**src/rtl/result_bcd_converter.sv**
```systemverilog
// Signed binary to 7-digit display code converter using a sequential double-dabble engine.
// Optional leading-zero blanking is enabled by defining BCD_LEADING_BLANK_EN.
module result_bcd_converter #(
    parameter int WIDTH = 32,
    parameter int NDIG  = 7
) (
    input  logic                clk,
    input  logic                rst_n,
    input  logic                start,
    input  logic [WIDTH-1:0]    value,
    output logic                busy,
    output logic                done,
    output logic [4*NDIG-1:0]   result_digits,
    output logic                is_result_negative,
    output logic                overflow
);
    localparam int CNT_W = $clog2(WIDTH);
    localparam int NB    = 10;
`ifdef BCD_LEADING_BLANK_EN
    localparam logic [4*NDIG-1:0] RST_DIGITS = 28'hBBBBBB0;
`else
    localparam logic [4*NDIG-1:0] RST_DIGITS = 28'h0000000;
`endif
    localparam logic [4*NDIG-1:0] OVF_DIGITS = 28'hBBBBBBE;

    typedef enum logic [1:0] {S_IDLE, S_SHIFT, S_FINISH} state_t;

    state_t              r_state, w_next;
    logic [WIDTH-1:0]    r_mag;
    logic [4*NB-1:0]     r_bcd;
    logic [CNT_W-1:0]    r_cnt;
    logic                r_neg, r_ovf;
    logic [WIDTH-1:0]    w_mag;
    logic                w_ovf;
    logic [4*NB-1:0]     w_bcd_adj;
    logic [4*NDIG-1:0]   w_digits;

    // Unsigned magnitude: the most negative input maps to 2^(WIDTH-1) without wrapping.
    assign w_mag = value[WIDTH-1] ? (~value + WIDTH'(1)) : value;
    assign w_ovf = 32'(w_mag) > 32'd9999999;

    always_comb begin
        w_bcd_adj = r_bcd;
        for (int i = 0; i < NB; i++) begin
            if (r_bcd[4*i +: 4] >= 4'd5)
                w_bcd_adj[4*i +: 4] = r_bcd[4*i +: 4] + 4'd3;
        end
    end

`ifdef BCD_LEADING_BLANK_EN
    logic w_lead;
    always_comb begin
        w_digits = r_bcd[4*NDIG-1:0];
        w_lead   = 1'b1;
        for (int i = NDIG-1; i >= 1; i--) begin
            if (w_lead && r_bcd[4*i +: 4] == 4'd0)
                w_digits[4*i +: 4] = 4'hB;
            else
                w_lead = 1'b0;
        end
    end
`else
    assign w_digits = r_bcd[4*NDIG-1:0];
`endif

    always_ff @(posedge clk or negedge rst_n) begin
        if (!rst_n) r_state <= S_IDLE;
        else        r_state <= w_next;
    end

    always_comb begin
        w_next = r_state;
        case (r_state)
            S_IDLE:   if (start) w_next = S_SHIFT;
            S_SHIFT:  if (r_cnt == CNT_W'(WIDTH-1)) w_next = S_FINISH;
            S_FINISH: w_next = S_IDLE;
            default:  w_next = S_IDLE;
        endcase
    end

    always_ff @(posedge clk or negedge rst_n) begin
        if (!rst_n) begin
            r_mag              <= '0;
            r_bcd              <= '0;
            r_cnt              <= '0;
            r_neg              <= 1'b0;
            r_ovf              <= 1'b0;
            busy               <= 1'b0;
            done               <= 1'b0;
            result_digits      <= RST_DIGITS;
            is_result_negative <= 1'b0;
            overflow           <= 1'b0;
        end else begin
            done <= 1'b0;
            case (r_state)
                S_IDLE: begin
                    if (start) begin
                        r_neg <= value[WIDTH-1];
                        r_mag <= w_mag;
                        r_ovf <= w_ovf;
                        r_bcd <= '0;
                        r_cnt <= '0;
                        busy  <= 1'b1;
                    end
                end
                S_SHIFT: begin
                    r_bcd <= (w_bcd_adj << 1) | {{(4*NB-1){1'b0}}, r_mag[WIDTH-1]};
                    r_mag <= r_mag << 1;
                    r_cnt <= r_cnt + CNT_W'(1);
                end
                S_FINISH: begin
                    busy <= 1'b0;
                    done <= 1'b1;
                    if (r_ovf) begin
                        result_digits      <= OVF_DIGITS;
                        is_result_negative <= 1'b0;
                        overflow           <= 1'b1;
                    end else begin
                        result_digits      <= w_digits;
                        is_result_negative <= r_neg;
                        overflow           <= 1'b0;
                    end
                end
                default: ;
            endcase
        end
    end
endmodule

```
**config.mk**
```make
export PLATFORM = sky130hd
export DESIGN_NAME = result_bcd_converter
export DESIGN_NICKNAME = d
export VERILOG_FILES = /design/src/rtl/result_bcd_converter.sv
export SDC_FILE = /design/constraint.sdc
export NUM_CORES = 1
export LEC_CHECK = 0
export BUFFER_PORTS_ARGS = -buffer_cell sky130_fd_sc_hd__buf_2
export CORE_MARGIN = 5
export CORE_UTILIZATION = 53
export CTS_CLUSTER_DIAMETER = 80
export DETAILED_ROUTE_END_ITERATION = 8
export PLACE_DENSITY = 0.72
export SETUP_SLACK_MARGIN = 0.1
export SYNTH_ARGS = -nofsm -noshare
export SYNTH_HDL_FRONTEND = slang
export SYNTH_SLANG_ARGS = --single-unit
```
**constraint.sdc**
```tcl
create_clock -name clk -period 2.3 [get_ports clk]
set_input_delay 0.46 -clock clk [delete_from_list [all_inputs] [get_ports clk]]
set_output_delay 0.46 -clock clk [all_outputs]
set_load 0.02 [all_outputs]
```
==> results list <==
- The later pin in the worst-skew pair is clocked with a latency of 0.36 ns.
- Root buffer cell: clkbuf_8
- The average instance in the mapped netlist occupies 9.20 um2.
- dfrtp_1 takes more of the synthesized area than any other cell.
- CTS Buffer Depth: 2
- The worst setup path is captured at a flop.
* Post-Synthesis Cells: 592
- Setup repair after global routing missed its margin: yes
- Post-synth net total: 644
- Clock tree synthesis inserted a total of 9 buffers.
* Leftover overflow at the end of global routing: 0
- Routability-driven placement finished with a final weighted congestion of 0.858.
- WP data arrival: 2.87 ns
* Power density over cell area: 980 mW/mm2
* Row Count: 37
* Sequential Power Share: 42.7%
- 0 antenna diodes ended up in the layout.
- Top cells by area in the synthesized netlist: dfrtp_1, o21ai_0, xor2_1
* Remaining number of nets flagged by the antenna check after routing: 0
- The floorplan step defined a die boundary enclosing 0.0124 mm2.
- Worst-path fanout max: 2
* Commonest register cell after synthesis: dfrtp_1
- Detailed-route wire length: 12.7 mm
- The Yosys step of the flow raised 0 warnings.
- Worst IR drop on VDD: 0.000405 V
- Summed over all nets, the switching power comes to 2.59 mW.
- Cells on worst reg2reg path: 5
- Fraction of synthesis flops using an asynchronous set or reset pin: 100%
* Relative slew margins: 17.5%
- Utilization of the core after routing: 67.4%
* Time the worst path needs with I/O delays and setup: 2.61 ns
* Number of flip-flops and latches in the synthesized netlist: 101
* Via count of the first global-routing pass: 4753
- For this run, the top clock speed supported by timing is 383 MHz.
- The area growth from synthesis to layout is 26.1%.
- Cell type of the slowest stage on the worst timing path: or4_4
- In this run, synthesis inferred 0 flip-flops with an integrated enable.
- Slowest Stage Delay on Critical Path: 0.52 ns
- Startpoint Class: input pin
- Cells traversed along the worst timing path: buf_6, or4_4, or3_4, or4_4, o31ai_4, xor2_1, and4_1, nand4_1, o41a_1
- Area share of the largest cell type after synthesis: 46.4%
* DRT iter0 DRCs: 249
- The setup path with the least slack is of type input pin to flop.
- Leakage power: 3.15 nW
- The setup check on the worst reg-to-reg path leaves a slack of 0.39 ns.
- Cell repeated most along the worst path: or4_4
- Of the total power, the clock network draws 17.6%.
- The first detailed-routing pass ran for 5 iterations.
* Run status: finished with violations
- In the synthesized netlist, the cells that appear most often are dfrtp_1, o21ai_0, nand2_1.
- The hold violation count in the final report was 0.
- Max-cap violations in this run came to 0.
- Slew at the pin closest to its max-slew limit: 1.24 ns
- Post-route setup slack: -0.314 ns
- In the global route stage, overall resource usage came out at 20.4%.
- Die extent in x: 111 um
- Largest delay contributor family on the critical path: simple AND/OR/NAND/NOR gates
* Antenna violations before repair: 0
- Dividing the detail-routed wire length by the instance count gives 14.8 um.
- Between clock sinks in the finished design, the worst skew comes to 0.0115 ns.
- The internal power of the cells totals 4.14 mW.
- After clock tree synthesis, the flow added hold-fix buffers numbering 0.
- Overall power of the completed layout: 6.73 mW
* WP depth: 9
- Part of the total power dissipated in combinational logic: 39.7%
- After synthesis the cells add up to 0.00545 mm2.
* Number of top-level design ports: 67
- Clk sink count: 101
- Share of cells above drive strength 1: 26.4%
- Yosys mapped the design onto 49 distinct sky130hd cell types.
- Of the total power, the share spent switching nets is 38.5%.
- Placed wire-length estimate: 8.81 mm
- Largest net degree at the start of global routing: 61
- Mean number of vias per cell: 5.62
- In the routed design, unresolved DRC markers number 0.
* Min-Delay Path Class: input pin to asynchronous set/reset pin
* Final number of setup-violating endpoints: 1
- In this run the number of H-tree levels came out at 3.
- Die H: 111 um
- Detailed routing inserted a total of 4793 vias.
- TritonCTS clock tree: yes
- The first global-routing pass estimated 21.4 mm of wire.
* Number of nets at the end of the flow: 767
- IO Port Bufs: 66
- Failing checks: negative setup slack
* Fin. max-slew vios: 0
- STA puts the critical path data required time at 2.55 ns.
- dfrtp_1 is the most common cell in the netlist.
- Initial cell density of the core: 53.5%
- Clk slew on worst S/H paths: 0.09 ns
* Area of the core region: 0.0102 mm2
- Sequential area share after synthesis: 46.4%
- Crit path buffers/inverters: 1
* Part of the cycle the worst path needs: 114%
worst reg2reg max path: cells and delay by family, from the launching register on:
| kind | cells | cell delay (ns) |
|---|---|---|
| compound gates | 2 | 0.33 |
| buf+inv | 1 | 0.13 |
| flops | 1 | 0.40 |
| simple gates | 2 | 0.98 |
path summary, 6_finish.rpt:
path | from | to
max in group asynchronous | rst_n | result_digits[17]
setup / recovery | value[18] | r_ovf
hold reg to reg | result_digits[7] | result_digits[7]
setup reg to reg | r_state[0] | r_mag[11]
hold / removal | rst_n | result_digits[5]
min in group clk | start | busy
cell usage in the layout (no fill, tap or decap), types with 4 or more instances in the layout:
master    instances
nand2b_1         16
nor2_1           42
a32o_1            8
o32ai_1           6
o31ai_1          13
nand4_1           7
inv_1            20
nand2_1          60
a22oi_1          30
xor2_1           32
dfrtp_1         101
o21ai_0          93
buf_6             9
nand3_1          22
buf_4            75
xnor2_1          10
o21ai_1           4
ha_1             17
buf_2            62
clkbuf_8         10
a21oi_1          18
power by group through the flow:
stage	sequential (mW)	clock, mW	combinational, mW
after CTS	2.87	1.21	2.65
after global routing	2.97	1.28	3.05
after global placement	2.87	0	2.50
final	2.88	1.18	2.67
after detailed placement	2.90	0	2.64
after floorplan	2.83	0	1.90
registers in the layout (all words and copies together) (netlist names):
name / flops
r_cnt: 5
done: 1
r_neg: 1
result_digits: 28
r_mag: 32
busy: 1
r_bcd: 28
r_ovf: 1
r_state: 2
overflow: 1
is_result_negative: 1
layer usage:
layer  part of all wire, %  vias up  GRT usage (%)
li1                      -     2357              -
met1                    42     2296           26.2
met2                    51      115           34.9
met3                   4.8       25           3.37
met4                   2.4        0           7.62
met5                     0        -              0
metrics by stage:
step | setup TNS [ns] | instance area [um2] | cells | setup slack [ns] | hold slack, ns
floorplan | -0.835 | 5470 | 592 | -0.582 | 0.164
global placement | -3.20 | 6400 | 830 | -0.679 | 0.454
detailed placement | -3.77 | 6400 | 830 | -0.784 | 0.460
CTS | -0.269 | 6620 | 843 | -0.269 | 0.0599
global route | -0.354 | 6870 | 853 | -0.354 | 0.0780
finish | -0.314 | 6870 | 853 | -0.314 | 0.0536
cells by family (layout without fill, tap and decap cells):
logic type	count (synthesis)	count (layout)	share of synthesized area [%]
XOR/XNOR	43	43	6.92
AO/OA/AOI/OAI	191	191	22.1
AND/OR/NAND/NOR	181	181	16.1
multiplexers	3	3	0.574
adder cells (fa/ha/maj)	17	17	3.91
buffers and inverters	56	181	4.00
flip-flops	101	101	46.4
timing repair:
action | in CTS | in global routing
endpoints found under the setup margin | 1 | 11
gates resized for setup | 5 | 34
pin swaps | 5 | 14
setup buffers | 0 | 10
layout make-up:
cell class                      instances  area (um2)
Clock inverter                          2        60.1
Timing Repair Buffer                  148        1010
Sequential cell                       101        2530
Multi-Input combinational cell        435        2880
Clock buffer                           11         141
Inverter                               20        75.1
Fill cell                             845        3320
Tap cell                              136         170
(Power assumes the default switching activity.)
